<file path="src/rtl/ic_pkg.sv">
// Shared definitions for the backup/restore controller: FSM encoding,
// per-register status bit positions and the slot index width helper.
package ic_pkg;

  typedef enum logic [2:0] {
    IDLE,
    BKP_SCAN,
    BKP_REQ,
    BKP_CAPT,
    BKP_DONE,
    RST_DRV,
    RST_DONE
  } ic_state_t;

  localparam int DIRTY_BIT = 0;
  localparam int VALID_BIT = 1;

  // A single register still needs one index bit.
  function automatic int idx_width(input int n);
    return (n > 1) ? $clog2(n) : 1;
  endfunction

endpackage

</file>
<file path="src/rtl/ic_nv_store.sv">
// Non-volatile snapshot store: N_REGS x W slots plus the snapshot_valid bit.
// Deliberately has no reset so a controller reset cannot disturb the image.
module ic_nv_store
  import ic_pkg::*;
#(
  parameter int N_REGS = 3,
  parameter int W      = 32
) (
  input  logic                         Clk,
  input  logic                         wr_en,
  input  logic [idx_width(N_REGS)-1:0] wr_idx,
  input  logic [W-1:0]                 wr_data,
  input  logic                         valid_set,
  input  logic                         valid_clr,
  input  logic [idx_width(N_REGS)-1:0] rd_idx,
  output logic [W-1:0]                 rd_data,
  output logic                         snapshot_valid
);

  logic [W-1:0] mem [N_REGS];

  // Clear beats set so a fresh backup always starts from an invalid snapshot.
  always_ff @(posedge Clk) begin
    if (wr_en) mem[wr_idx] <= wr_data;
    if (valid_clr)      snapshot_valid <= 1'b0;
    else if (valid_set) snapshot_valid <= 1'b1;
  end

  assign rd_data = mem[rd_idx];

endmodule

</file>
<file path="src/rtl/ic_backup_ctrl.sv">
// Always-on backup/restore master for the wrapped pipeline registers.
// Build option IC_SKIP_CLEAN_EN: back up only registers whose dirty bit is set.
module ic_backup_ctrl
  import ic_pkg::*;
#(
  parameter int N_REGS = 3,
  parameter int W      = 32
) (
  input  logic                Clk,
  input  logic                Rst,
  input  logic                Pwr_warn,
  input  logic                Pwr_restore,
  input  logic                Nv_clr,
  input  logic [2*N_REGS-1:0] dirty_vals,
  output logic [N_REGS-1:0]   backup_ens,
  output logic [N_REGS-1:0]   backup_acks,
  input  logic [N_REGS*W-1:0] backup_Vouts,
  output logic [N_REGS-1:0]   restore_ens,
  output logic [N_REGS*W-1:0] restore_Vins,
  output logic                stand_by,
  output logic                Backup_done,
  output logic                Restore_done,
  output logic                Restore_err
);

  localparam int IW = idx_width(N_REGS);
  localparam logic [IW-1:0] LAST_IDX = IW'(N_REGS - 1);

  ic_state_t     state, state_nxt;
  logic [IW-1:0] idx, idx_nxt;
  logic          err_q, err_nxt;
  logic          needs_backup;
  logic          st_wr_en, st_valid_set, st_valid_clr;
  logic [W-1:0]  slot_rd;
  logic          snapshot_valid;

`ifdef IC_SKIP_CLEAN_EN
  assign needs_backup = dirty_vals[2*int'(idx)+DIRTY_BIT];
`else
  logic unused_dirty;
  assign unused_dirty = ^dirty_vals;
  assign needs_backup = 1'b1;
`endif

  ic_nv_store #(.N_REGS(N_REGS), .W(W)) u_store (
    .Clk            (Clk),
    .wr_en          (st_wr_en),
    .wr_idx         (idx),
    .wr_data        (backup_Vouts[int'(idx)*W +: W]),
    .valid_set      (st_valid_set),
    .valid_clr      (st_valid_clr),
    .rd_idx         (idx),
    .rd_data        (slot_rd),
    .snapshot_valid (snapshot_valid)
  );

  always_ff @(posedge Clk or posedge Rst) begin
    if (Rst) begin
      state <= IDLE;
      idx   <= '0;
      err_q <= 1'b0;
    end else begin
      state <= state_nxt;
      idx   <= idx_nxt;
      err_q <= err_nxt;
    end
  end

  always_comb begin
    state_nxt    = state;
    idx_nxt      = idx;
    err_nxt      = err_q;
    st_wr_en     = 1'b0;
    st_valid_set = 1'b0;
    st_valid_clr = 1'b0;
    backup_ens   = '0;
    backup_acks  = '0;
    restore_ens  = '0;
    restore_Vins = '0;
    stand_by     = (state != IDLE);
    Backup_done  = 1'b0;
    Restore_done = 1'b0;
    Restore_err  = 1'b0;
    case (state)
      IDLE: begin
        if (Nv_clr) st_valid_clr = 1'b1;
        if (Pwr_warn) begin
          state_nxt    = BKP_SCAN;
          idx_nxt      = '0;
          st_valid_clr = 1'b1;
        end else if (Pwr_restore) begin
          state_nxt = RST_DRV;
          idx_nxt   = '0;
          err_nxt   = 1'b0;
        end
      end
      BKP_SCAN: begin
        if (needs_backup) begin
          state_nxt = BKP_REQ;
        end else if (idx == LAST_IDX) begin
          st_valid_set = 1'b1;
          state_nxt    = BKP_DONE;
        end else begin
          idx_nxt = idx + 1'b1;
        end
      end
      BKP_REQ: begin
        backup_ens[idx] = 1'b1;
        state_nxt       = BKP_CAPT;
      end
      BKP_CAPT: begin
        backup_acks[idx] = 1'b1;
        st_wr_en         = 1'b1;
        if (idx == LAST_IDX) begin
          st_valid_set = 1'b1;
          state_nxt    = BKP_DONE;
        end else begin
          idx_nxt   = idx + 1'b1;
          state_nxt = BKP_SCAN;
        end
      end
      BKP_DONE: begin
        Backup_done = 1'b1;
        if (!Pwr_warn) state_nxt = IDLE;
      end
      // A power warning outranks an in-flight restore; no strobe on that cycle.
      RST_DRV: begin
        if (Pwr_warn) begin
          state_nxt    = BKP_SCAN;
          idx_nxt      = '0;
          st_valid_clr = 1'b1;
        end else if (!snapshot_valid) begin
          err_nxt   = 1'b1;
          state_nxt = RST_DONE;
        end else begin
          restore_ens[idx]                 = 1'b1;
          restore_Vins[int'(idx)*W +: W]   = slot_rd;
          if (idx == LAST_IDX) state_nxt = RST_DONE;
          else                 idx_nxt   = idx + 1'b1;
        end
      end
      RST_DONE: begin
        Restore_done = 1'b1;
        Restore_err  = err_q;
        if (!Pwr_restore) state_nxt = IDLE;
      end
      default: state_nxt = IDLE;
    endcase
  end

endmodule

</file>
<file path="config.mk">
export PLATFORM = sky130hd
export DESIGN_NAME = ic_backup_ctrl
export DESIGN_NICKNAME = d
export VERILOG_FILES = /design/src/rtl/ic_pkg.sv /design/src/rtl/ic_nv_store.sv /design/src/rtl/ic_backup_ctrl.sv
export SDC_FILE = /design/constraint.sdc
export NUM_CORES = 1
export LEC_CHECK = 0
export ABC_CLOCK_PERIOD_IN_PS = 3450
export BUFFER_PORTS_ARGS = -buffer_cell sky130_fd_sc_hd__clkbuf_2
export CORE_ASPECT_RATIO = 1.25
export CORE_MARGIN = 2
export CORE_UTILIZATION = 30
export DETAILED_ROUTE_END_ITERATION = 8
export REMOVE_ABC_BUFFERS = 1
export SYNTH_ARGS = -nofsm -noshare
export SYNTH_HDL_FRONTEND = slang
export SYNTH_SLANG_ARGS = --single-unit
</file>
<file path="constraint.sdc">
create_clock -name Clk -period 3.45 [get_ports Clk]
set_clock_uncertainty 0.05 [all_clocks]
set_input_delay 0.69 -clock Clk [delete_from_list [all_inputs] [get_ports Clk]]
set_output_delay 0.69 -clock Clk [all_outputs]
set_load 0.02 [all_outputs]
</file>
* Word level (Yosys, flattened, before mapping)
Memory sizes are Yosys's and may differ from the RTL's. Cells that the tools add are included.
Word-level totals: register bits after elaboration 7, bits in writable memories 96, output and inout bits 109, memories kept 1
Cells by class: add/sub/neg operators 2, magnitude comparators 2, equality and inequality tests 16, shifts and indexed selects 3, multiplexer cells 42, bitwise operators 1, reductions and logical operators 8
Memories:
- u_store.mem | words 3, width 32, rd ports 1, clocked after memory_dff 0, write ports 1, line ic_nv_store.sv:20 | logic [W-1:0] mem [N_REGS];
Operators with widths (number):
- $mux 96 | 3
- $and 96x96->96 | 1
- $shift 32x33->96 const A | 1
- $shiftx 32x33->96 | 1
- $shiftx 96x8->32 | 1
- $mux 3 | 13
- $neg 7->33 | 1
- $pmux 3 s7 | 1
- $mux 1 | 16
- $ne 2x2->1 const B | 6
- $mux 2 | 5
- $eq 3x3->1 const B | 3
- $eq 3x2->1 const B | 2
- $pmux 2 s3 | 1
- $reduce_bool 3->1 | 2
- $reduce_and 5->1 | 1
- $ne 4x4->1 const B | 1
- $pmux 1 s2 | 2
- $reduce_and 4->1 | 1
- $eq 3x1->1 const B | 1
- $logic_not 3->1 | 1
- $lt 2x3->1 const B | 1
- $ne 3x2->1 const B | 1
- $ne 3x3->1 const B | 1
- 7 further kinds | 7

* Longest topological paths before layout
Gate-level depths: netlist of run 1.
word-level depth 7, depth in mapped cells 9

* Hierarchy
Synthesis of run 1 repeated with hierarchy kept, for this count alone.
Second synthesis, totals: cells, all modules 499, area total of the unflattened synthesis 5606.6 sq um
By module, submodules not included:
- ic_nv_store | instances 1, cells an instance 209, area each 3649.8 sq um, sequential area each 2902.8 sq um
- ic_backup_ctrl | instances 1, cells an instance 290, area each 1956.9 sq um, sequential area each 150.1 sq um

* Worst setup path after synthesis of run 1
OpenSTA, ideal clock, no wires.
kind reg2out, from register idx[0], to output backup_acks[2], data arrival time 3.083 ns, path slack -0.373 ns, cell stages (with the launch flop) 9, cells stage by stage dfrtp_1 buf_2 buf_2 buf_2 inv_1 ha_1 nand2_1 nor2_1 buf_4
Between the ends: word-level cells in the longest chain between the ends 5, elaborated cells between the ends (all ways) 6, classes of those cells order compare (2); mux (3); reduce/logical (1)
RTL lines:
- from (decl) | line ic_backup_ctrl.sv:30 | logic [IW-1:0] idx, idx_nxt;
- from (signal assigned) | line ic_backup_ctrl.sv:64 | idx <= idx_nxt;
- $lt 2x3->1 (not written as such) / $ge 2x1->1 (equally long branches) | line ic_backup_ctrl.sv:112 | backup_acks[idx] = 1'b1;
- $logic_and 1x1->1 (not written as such) | line ic_backup_ctrl.sv:112
- $mux 1 (not written as such) | line ic_backup_ctrl.sv:112
- $demux 1 s2 (*) | line ic_backup_ctrl.sv:112
- $mux 3 (*) | line ic_backup_ctrl.sv:84 | case (state)
- to (decl) | line ic_backup_ctrl.sv:16 | output logic [N_REGS-1:0] backup_acks,
Mark *: on every way between the ends. The rest lies on a longest branch, timed or not.

* Worst setup path after layout of run 1
from register idx[0], to output restore_Vins[44]
Between the ends: word-level cells in the longest chain between the ends 6, elaborated cells between the ends (all ways) 8, classes of those cells add/sub (1); shift (2); mux (3); bitwise (1); memory (1)
RTL lines:
- $neg 7->33 / $mem_v2 3x32 (equally long branches)
- $shiftx 32x33->96 / $shift 32x33->96 (equally long branches) | line ic_backup_ctrl.sv:137 | restore_Vins[int'(idx)*W +: W] = slot_rd;
- $and 96x96->96 (no source line) (*)
- $mux 96 (*) | line ic_backup_ctrl.sv:132 | end else if (!snapshot_valid) begin
- $mux 96 (*) | line ic_backup_ctrl.sv:128 | if (Pwr_warn) begin
- $mux 96 (*) | line ic_backup_ctrl.sv:84
- to (decl) | line ic_backup_ctrl.sv:19 | output logic [N_REGS*W-1:0] restore_Vins,
Marked as above.

==> flow_results.org, run 1 <==
** STA
- Setup Viol. Count Final :: 0
- Worst-case headroom to the max-slew limit :: 40.22%
- Setup repair after global routing left no endpoint under its margin.
- Final count of pins violating max slew :: 0
- Of the available clock period, the critical path in the final layout requires 93.53%.
- Subtracting the final worst setup slack from the clock period gives 3227 ps.
- At the pin with the least slew margin, the transition time is 894.6 ps.
- Final hold vios :: 0
- Achievable frequency :: 309.9 MHz
- Post-route worst hold slack :: 184.1 ps

** Place
- The congestion estimate from routability-driven global placement came to 0.8190.
- Input/output buffers :: 209
- Estimated wirelength of the detail-placed design :: 9.114 mm

** Clock network
- The tree built by TritonCTS fans out to 103 sinks.
- After clock tree synthesis, the clock-pin slew on the worst setup and hold paths is 70 ps.
- Number of buffers inserted during clock tree synthesis :: 9
- Hold buffer count at CTS :: 0
- CTS root buffer :: sky130_fd_sc_hd__clkbuf_16
- CTS tree :: done
- The clock tree synthesis step divided the H-tree into 3 levels.
- Post-CTS setup buffer count :: 0
- Total of cells resized after clock tree synthesis :: 0
- Worst-Skew Late Latency :: 340 ps
- Maximum number of buffers from clock root to sink :: 2

** Final layout
- For this run, the share of the core covered by cells in the final layout is 39.57%.
- Total of fill cells in the finished design :: 1748
- Multi-input gate area in the final layout :: 0.002105 mm²
- Area taken by flip-flops and latches :: 0.003060 mm²
- Growth of design area from synthesis to finish :: 28.82%
- Fraction of layout cells with a size suffix above 1 :: 39.46%
- Post-layout net count :: 809
- Antenna cell count :: 0

** GRT
- The via count of the first global-routing pass is 4049.
- The first global-routing pass estimated 20.56 mm of wire.
- Entering global routing, the biggest net connects 51 pins.
- Total global routing overflow :: 0
- The number of antenna violations at the first check in global routing came to 0.
- Global routing used 14.06% of the available tracks across all layers.

** Drt
- Wire per inst :: 14.46 µm
- Total vias in the final route :: 4219
- Post-route ant nets :: 0
- Drt drc :: 0
- In the routed layout, each cell is associated on average with a via count of 4.556.
- The final layout contains routed wiring with a total length of 13.39 mm.
- For this block, the initial DRC count from the detailed router was 117.
- Detailed-router iteration count before antenna repair :: 4

** Synth
- Yosys mapped a number of flops with a built-in enable equal to 96.
- Flop and latch count out of synthesis :: 103
- For this run, the register share of the synthesized area comes to 56.80%.
- By area the synthesized netlist is led by sky130_fd_sc_hd__edfxtp_1 (54%), sky130_fd_sc_hd__mux2i_1 (12%), sky130_fd_sc_hd__nor2_1 (7.4%).
- Area fraction of the dominant cell type after synthesis :: 53.63%
- Counting flops with an async set or reset pin after synthesis yields a share of 5.825%.
- The netlist uses 36 different library cells.
- Prevailing post-synth register cell :: sky130_fd_sc_hd__edfxtp_1
- Summed instance area of the synthesized netlist :: 0.005375 mm²
- For this run, the number of Yosys warnings is 0.
- Synthesis produced a netlist whose cell count is 502.
- Summed over all instances, the cell type with the most area after synthesis is sky130_fd_sc_hd__edfxtp_1.
- In this run the mean area of a mapped cell was 10.71 µm².
- By instance count, the leading cell after synthesis is sky130_fd_sc_hd__nor2_1.
- Cell types with the highest counts after synthesis :: sky130_fd_sc_hd__nor2_1 (106), sky130_fd_sc_hd__edfxtp_1 (96), sky130_fd_sc_hd__mux2i_1 (64), sky130_fd_sc_hd__nand2_1 (45), sky130_fd_sc_hd__o21ai_0 (39)

** Power and ir drop
- Sequential share of power :: 38.5%
- The internal power of the cells totals 2.913 mW.
- Proportion of total power due to net switching :: 37.66%
- Peak VDD IR :: 0.0003082 V
- Post-layout total power :: 4.673 mW
- Clock share of power :: 21.9%
- Summed over all cells, the static leakage comes to 2.842 nW.
- For this design the ratio of total power to cell area is 674.8 mW/mm².
- Gate power share :: 39.5%
- In this run the power spent charging and discharging nets is 1.760 mW.

** Critical path
- Of all nets on the critical path, the largest fanout is 32.
- STA classifies the critical path startpoint as a flop.
- In this design, the largest share of critical-path delay is due to simple AND/OR/NAND/NOR gates.
- Crit-path max cell delay :: 450 ps
- On the critical path, the stage with the largest delay is an instance of sky130_fd_sc_hd__nor3b_1.
- Type of the worst setup path :: reg -> out
- Number of buffer and inverter instances along the worst setup path :: 3
- STA classifies the critical path endpoint as a primary output.
- The critical path goes through inv_1 -> ha_1 -> nor3b_1 -> nand4_1 -> buf_4 -> nor2_1 -> clkbuf_2.
- Crit path required time :: 2710 ps
- STA puts the critical path data arrival time at 2490 ps.

** Floorplanning
- Measured along the x axis, the die boundary spans 123.7 µm.
- Row count :: 54
- In this run the standard cell core region covers 0.01750 mm².
- 216 I/O pins were placed.
- Total Die Area :: 0.01901 mm²
- The initial utilization of the core area, before any placement, comes to 30.72%.
- Measured along the y axis, the die boundary spans 153.7 µm.

** Run
- Max-cap violations in this run came to 0.

** Outcome
- The flow ran to the end, and the final reports show no timing, DRC or antenna violations.

** Min path
- The min-delay analysis places its worst path in the category in -> async.
==> per-stage QoR <==
step / area, µm² / cells / TNS [ps] / setup slack [ps]
after CTS: 6924 / 926 / 0 / 224.2
after detailed placement: 6620 / 910 / 0 / 370.7
after floorplan: 5152 / 464 / -317840 / -2204
after global routing: 6924 / 926 / 0 / 13.14
after global placement: 6620 / 910 / 0 / 397.0
final: 6924 / 926 / 0 / 223.1
==> cell type report <==
class | count | share of cell area, %
Sequential cell | 103 | 44.20
Clock buffer | 10 | 3.307
Tap cell | 224 | 4.048
Clock inverter | 6 | 1.084
Inverter | 5 | 0.2711
Timing Repair Buffer | 222 | 16.70
Multi-Input combinational cell | 356 | 30.39
==> path summary, 6_finish.rpt <==
check | startpoint | slack [ps] | cells past startpoint | to
worst max-delay path | idx[0] | 220 | 7 | restore_Vins[44]
worst min-delay path | Rst | 180 | 2 | err_q
worst max register to register | idx[0] | 1120 | 5 | u_store.mem[1][17]
worst min register to register | err_q | 490 | 2 | err_q
max in group asynchronous | Rst | 2950 | 2 | idx[1]
min in group Clk | err_q | 490 | 2 | err_q
==> layer usage <==
metal,GRT usage (%),up-vias,wire (µm)
met5,0,-,0
met4,3.571,0,121
met3,2.485,8,614
met2,24.93,116,6819
met1,17.42,1953,5836
li1,-,2142,-
==> cell usage in the layout, fill, tap and decap left out, types with 2 or more instances in the layout <==
cell / Yosys / final
sky130_fd_sc_hd__o22ai_1: 2 / 2
sky130_fd_sc_hd__a21oi_1: 36 / 36
sky130_fd_sc_hd__nor3_1: 3 / 3
sky130_fd_sc_hd__o21ai_0: 39 / 39
sky130_fd_sc_hd__inv_6: 0 / 2
sky130_fd_sc_hd__clkbuf_2: 0 / 209
sky130_fd_sc_hd__edfxtp_1: 96 / 96
sky130_fd_sc_hd__inv_1: 5 / 5
sky130_fd_sc_hd__and2_1: 3 / 3
sky130_fd_sc_hd__nand2_1: 45 / 45
sky130_fd_sc_hd__clkbuf_16: 0 / 9
sky130_fd_sc_hd__nand3_1: 2 / 2
sky130_fd_sc_hd__nor3b_1: 4 / 4
sky130_fd_sc_hd__buf_4: 3 / 12
sky130_fd_sc_hd__nor2_4: 0 / 3
sky130_fd_sc_hd__ha_1: 5 / 5
sky130_fd_sc_hd__nand2b_1: 2 / 2
sky130_fd_sc_hd__dfrtp_1: 6 / 4
sky130_fd_sc_hd__nor2_1: 106 / 103
sky130_fd_sc_hd__nor2_2: 30 / 30
sky130_fd_sc_hd__mux2i_1: 64 / 64
sky130_fd_sc_hd__dfrtp_4: 0 / 2
==> cells by family after synthesis <==
family | share of synthesized area (%)
AO/OA/AOI/OAI | 7.961
XOR/XNOR | 0.1630
adder cells (fa/ha/maj) | 1.164
buffers and inverters | 4.493
flip-flops | 56.80
multiplexers | 12.13
AND/OR/NAND/NOR | 17.30
==> registers in the layout (all words and copies together) (netlist names) <==
register                count
u_store.snapshot_valid      1
err_q                       1
state                       3
idx                         2
u_store.mem                96
==> power groups by stage <==
stage | clock network, mW | logic (mW) | registers [mW]
2_1_floorplan | 0 | 1.12 | 2.06
3_3_place_gp | 0 | 1.86 | 1.83
3_5_place_dp | 0 | 1.88 | 1.83
4_1_cts | 1.05 | 1.89 | 1.80
5_1_grt | 1.11 | 2.10 | 1.82
6_report | 1.02 | 1.85 | 1.80
Note: power is estimated with default switching activity, not from simulation.
==> inputs of run 2 (changes only) <==
- CAP_MARGIN: default -> 40
- RECOVER_POWER: default -> 100
==> run 2 against run 1 <==
Wire length fell by 0.37%. Cell count grew 0.11%. Power decreased by 0.84%. Critical path type unchanged.
==> flow_results.org, run 2 (synthesis gave the netlist of run 1 again) <==
** STA
- Transition time at the pin with the least slew margin :: 1448 ps
- Across all setup checks in the final design, the least slack found is 167.7 ps.
- Based on the critical path, the design can be clocked at up to 304.7 MHz.
- Setup repair after global routing left no endpoint under its margin.
- Setup Viol. Count Final :: 0
- Post-route worst hold slack :: 186.2 ps
- In this run the tightest slew margin relative to its limit is 3.085%.
- Final critical path time including I/O delays and setup :: 3282 ps
- Final count of pins violating max slew :: 0
- In the finished design, the share of the clock period the worst path needs comes to 95.14%.
- Final hold vios :: 0

** Drt
- Post-route ant nets :: 0
- Drt first-iter violations :: 157
- Wire per inst :: 14.39 µm
- The first detailed-routing pass ran for 4 iterations.
- Drt drc :: 0
- Number of vias per cell :: 4.621
- Detailed Route WL :: 13.34 mm
- Total vias in the final route :: 4284

** GRT
- GRT Overall Usage :: 13.94%
- Total global routing overflow :: 0
- The number of antenna violations at the first check in global routing was 0.
- Vias in the first global route :: 3995
- Largest net degree at the start of global routing :: 51
- First-pass GRT wire length :: 20.35 mm

** Clock network
- Number of buffers inserted during clock tree synthesis :: 9
- In this run, post-CTS hold repair placed 0 buffers.
- Total of cells resized after clock tree synthesis :: 0
- CTS root buffer :: sky130_fd_sc_hd__clkbuf_16
- The H-tree generated during clock tree synthesis spans 3 levels.
- Post-CTS setup buffer count :: 0
- Worst-Skew Late Latency :: 340 ps
- Clock slew at reported path FFs :: 60 ps
- Clock Sink Count :: 103
- CTS tree :: done
- The longest clock path from root to sink contains 2 buffers.

** Power and ir drop
- The analysis attributes to cell leakage a power of 2.703 nW.
- Power spread over the standard cell area amounts to 681.9 mW/mm².
- Across the VDD grid, the largest voltage drop is 0.0003087 V.
- Post-layout total power :: 4.634 mW

** Final layout
- Total of fill cells in the finished design :: 1809
- Most frequent cells in the layout :: sky130_fd_sc_hd__clkbuf_2 (172), sky130_fd_sc_hd__nor2_1 (128), sky130_fd_sc_hd__edfxtp_1 (96), sky130_fd_sc_hd__mux2i_1 (64), sky130_fd_sc_hd__nand2_1 (45)
- The finished cells cover 0.006795 mm².
- End-of-flow core utilization :: 38.83%
- Most frequent standard cell in the layout excluding fill and tap cells :: sky130_fd_sc_hd__clkbuf_2
- Compared with the post-synthesis result, the final layout area differs by 26.42%.
- Fraction of layout cells with a size suffix above 1 :: 29.87%
- 0 antenna diodes ended up in the layout.
- The largest registers in the layout are u_store.mem: 96 flops, state: 3 flops, idx: 2 flops.
- u_store.mem holds more flip-flops than any other register.
- The register with the most flip-flops in the layout has 96 of them.
- Post-layout net count :: 810

** Place
- Input/output buffers :: 209
- The wire-length estimate of the detail-placed layout is 9.196 mm.
- Summing all placed instances gives a cell area of 0.006648 mm².
- OpenSTA, run right after detailed placement, puts the worst setup slack at 377.5 ps.
- Global placer's final weighted congestion :: 0.8190

** Floorplanning
- Standard cell core area :: 0.01750 mm²
- For this design the top-level I/O count stands at 216.
- After floorplanning, the core was divided into 54 placement rows.
- The die is 123.7 µm wide.
- Total Die Area :: 0.01901 mm²
- Starting utilization of the core area :: 30.72%
- In this run the vertical extent of the chip is 153.7 µm.

** Critical path
- Data arrives at the worst endpoint at 2540 ps.
- Slowest cell on the critical path :: sky130_fd_sc_hd__dfrtp_4
- The worst setup path is captured at a primary output.
- The signal on the critical path passes through inv_1 -> ha_1 -> nor3b_1 -> nand4_1 -> clkbuf_4 -> nor2_1 -> clkbuf_2.
- Across all register-to-register paths, the minimum setup slack is 440 ps.
- Crit path required time :: 2710 ps
- The number of cells on the worst reg-to-reg path is 5.
- Total stage count of the critical path :: 7
- In this run the critical register-to-register path is captured at u_store.mem[2][11].
- Along the worst path, the maximum fanout reaches 32.
- On the critical path the largest part of the delay comes from simple AND/OR/NAND/NOR gates.
- The critical path in this run is classified as reg -> out.
- In this run the worst setup path terminates at restore_Vins[63].
- Startpoint kind of the worst setup timing path :: flop
- Crit-path max cell delay :: 440 ps
- CP startpoint :: idx[0]
- The worst register-to-register path begins at idx[1].
- Counting both buffers and inverters, the worst setup path holds a total of 3.

** Min path
- The min-delay analysis places its worst path in the category in -> async.

** Outcome
- Run status :: finished, final reports clean

** Run
- Max-cap violations in this run came to 0.
==> run 2: final cells by class <==
class,count,area (µm²),share of cell area [%]
Inverter,5,18.77,0.2762
Tap cell,224,280.3,4.124
Clock inverter,6,75.07,1.105
Sequential cell,103,3060,45.04
Clock buffer,10,229.0,3.370
Multi-Input combinational cell,356,2026,29.81
Timing Repair Buffer,223,1106,16.28
==> run 2: per-stage QoR <==
stage / setup TNS [ps] / instances
after floorplan: -317840 / 464
after global placement: 0 / 910
after detailed placement: 0 / 911
after CTS: 0 / 927
after global routing: 0 / 927
final: 0 / 927
==> run 2: where the power goes <==
part           internal (mW)  total, mW  leakage, nW  switching (mW)
registers               1.75       1.80        0.948          0.0519
clock network          0.574       1.02        0.146           0.446
logic                  0.593       1.81         1.61            1.22
==> run 2: how the worst min path moves through the flow <==
| stage | startpoint | endpoint | slack (ps) | cells past startpoint |
|---|---|---|---|---|
| 3_5_place_dp | err_q | err_q | 460 | 2 |
| 5_1_grt | Rst | err_q | 200 | 2 |
| 4_1_cts | Rst | err_q | 180 | 2 |
| 6_report | Rst | err_q | 190 | 2 |
| 3_3_place_gp | err_q | err_q | 460 | 2 |
| 2_1_floorplan | err_q | err_q | 420 | 2 |
==> run 2: layer usage <==
layer	routed length (µm)	part of all wire, %	up-vias	track usage (%)
li1	-	-	2155	-
met5	0	0	-	0
met4	142	1.1	0	4.004
met2	6836	51	113	25.12
met3	608	4.6	11	2.448
met1	5756	43	2005	16.73
==> inputs of run 3 (changes only) <==
- CTS_BUF_LIST: default -> sky130_fd_sc_hd__clkbuf_4 sky130_fd_sc_hd__clkbuf_8
==> run 3 against run 2 <==
Fmax increased by 2.4%. Count of clock-buffer cells in the layout is the same. Largest cell class unchanged. Flip-flop and latch count is the same. Non-clock buffer count unchanged. Global-route usage barely moved. Wire length up 0.45%.
==> flow_results.org, run 3 (synthesis gave the netlist of run 1 again) <==
** Place
- Estimated wirelength of the detail-placed design :: 9.196 mm
- Global placer's final weighted congestion :: 0.8190
- Once placement completed, the tool counted placed cells totaling 911.
- Input/output buffers :: 209
- In this run the cell area measured after placement is 0.006648 mm².

** Drt
- The count of nets left with antenna violations once routing finished came out at 0.
- Drt first-iter violations :: 137
- After detailed routing, the average wire length per cell comes to 14.46 µm.
- For this run, design rule violations remaining after detail routing come to 0.
- For this run, the detailed router's first-pass iteration total came to 4.
- Detailed Route WL :: 13.40 mm
- For this block, the via count after detailed routing is 4279.
- Number of vias per cell :: 4.616

** Critical path
- At the worst endpoint, the required time is 2710 ps.
- The worst register-to-register path has a setup slack of 480 ps.
- The worst setup path is captured at a primary output.
- RR Endpoint :: u_store.mem[2][11]
- Along the worst path, the maximum fanout reaches 32.
- Measured in cells, the most critical reg-to-reg path has a length of 5.
- On the critical path, the stage with the largest delay is an instance of sky130_fd_sc_hd__or2_0.
- The critical path is of the in -> out type.
- CP arrival :: 2470 ps
- Startpoint kind of the worst setup timing path :: primary input
- Among the stages of the critical path, the cell type that occurs most often is sky130_fd_sc_hd__clkbuf_1.
- Launch instance of the worst register-to-register path :: idx[1]
- Crit-path max cell delay :: 400 ps
- Cell breakdown of the critical path :: clkbuf_1 -> or2_0 -> nor3_4 -> nand4b_4 -> buf_4 -> nor2_2 -> clkbuf_1

** STA
- Transition time at the pin with the least slew margin :: 1469 ps
- Setup Viol. Count Final :: 0
- Measured against its own limit, the worst slew margin works out to 1.724%.
- The number of hold violations in the final report came to 0.
- The number of slew-limit violations in the final report is 0.
- The worst path uses 92.95% of the clock period.
- The routed design could run at a clock period as short as 3207 ps.
- Setup repair after global routing left no endpoint under its margin.
- Total negative setup slack :: 0 ps
- Post-route worst hold slack :: 152.8 ps
- Timing would allow up to 311.9 MHz.

** Power and ir drop
- Post-layout total power :: 4.433 mW
- Peak VDD IR :: 0.0003104 V
- Dividing total power by cell area gives a power density of 659.8 mW/mm².
- In this run the static leakage power is 2.530 nW.

** Final layout
- Area taken by flip-flops and latches :: 0.003060 mm²
- Most frequent standard cell in the layout excluding fill and tap cells :: sky130_fd_sc_hd__clkbuf_2
- Multi-input gate area in the final layout :: 0.002092 mm²
- Growth of design area from synthesis to finish :: 25.00%
- The library cells used most frequently in the layout, excluding fill and tap cells, are sky130_fd_sc_hd__clkbuf_2 (136), sky130_fd_sc_hd__nor2_1 (106), sky130_fd_sc_hd__edfxtp_1 (96), sky130_fd_sc_hd__clkbuf_1 (78), sky130_fd_sc_hd__mux2i_1 (64).
- Total of fill cells in the finished design :: 1822
- The number of antenna diodes in the final layout is 0.
- Cells with a size suffix above 1 make up 28.31% of the layout.
- Largest register by flop count :: u_store.mem
- After routing the design area is 0.006719 mm².
- Post-layout net count :: 810
- For this run, the number of standard cells in the final layout without fillers is 927.
- Largest regs :: u_store.mem: 96 flops, state: 3 flops, idx: 2 flops
- Flip-flop count of the largest register after layout :: 96

** Floorplanning
- Starting utilization of the core area :: 30.72%
- The core region is 0.01750 mm².
- Total Die Area :: 0.01901 mm²
- Horizontal die dimension :: 123.7 µm
- The floorplan step set the die height to 153.7 µm.
- For this design the top-level I/O count stands at 216.
- The floorplan has 54 rows.

** GRT
- Vias in the first global route :: 3998
- Largest net degree at the start of global routing :: 51
- Total global routing overflow :: 0
- Initial antenna violation count :: 0
- For this run, the total global-route usage over all layers was measured as 13.97%.
- The first global-routing pass estimated 20.37 mm of wire.

** Clock network
- The H-tree was split into 3 levels.
- CTS tree :: done
- For this design, the CTS-stage hold fixing added 0 buffers.
- Maximum number of buffers from clock root to sink :: 2
- The clock net in this run drives a total of 103 sinks.
- CTS root buffer :: sky130_fd_sc_hd__clkbuf_8
- Worst-Skew Late Latency :: 360 ps
- Number of buffers inserted during clock tree synthesis :: 9
- Clock slew at reported path FFs :: 90 ps

** Outcome
- The flow ran to the end, and the final reports show no timing, DRC or antenna violations.

** Min path
- The tightest min-delay check is of the in -> async type.

** Run
- Count of max-cap constraint violations :: 0
==> run 3: cell count changes in the layout (fill, tap and decap cells not counted), sizes merged <==
cell / previous run / this run
clkbuf: 227 / 225
buf: 6 / 8
==> run 3: worst max path at each step <==
stage	end	depth (start not counted)	start
finish	restore_Vins[12]	7	Pwr_warn
global route	backup_ens[2]	5	idx[1]
CTS	restore_Vins[74]	7	idx[1]
detailed placement	restore_Vins[74]	7	Pwr_warn
global placement	restore_Vins[70]	7	Pwr_warn
floorplan	restore_Vins[32]	5	idx[0]
==> run 3: routing by layer <==
layer / up-vias / wire, µm / GRT usage [%]
li1: 2152 / - / -
met1: 2002 / 5813 / 16.66
met2: 114 / 6819 / 25.20
met3: 11 / 617 / 2.337
met4: 0 / 153 / 4.329
met5: - / 0 / 0
==> run 3: timing repair <==
item	in CTS	in global routing
resized for setup	0	1
endpoints found under the hold margin	0	0
endpoints found under the setup margin	0	1
buffers inserted	0	0
==> run 3: cell type report <==
cell class	count	area share, %
flip-flops and latches	103	45.55
clock inverters	6	1.117
multi-input cells	356	31.14
well taps	224	4.171
inverters	5	0.2793
repair buffers	223	15.79
clock buffers	10	1.955
==> run 3: where the power goes <==
part	switching (mW)	total, mW	internal (mW)
clock	0.425	0.780	0.355
sequential	0.0521	1.80	1.75
combinational	1.25	1.85	0.597
==> run 3: per-stage QoR <==
step / worst slack, ps / utilization (%)
floorplan: -2204 / -
global placement: 397.0 / 37.83
detailed placement: 377.5 / 37.99
CTS: 176.8 / 39.17
global route: 84.57 / 38.40
finish: 243.4 / 38.40
==> run 3: critical path, delay by kind of cell <==
| family | cells | cell delay, ps |
|---|---|---|
| buffers and inverters | 3 | 750 |
| and+or+nand+nor | 4 | 1000 |
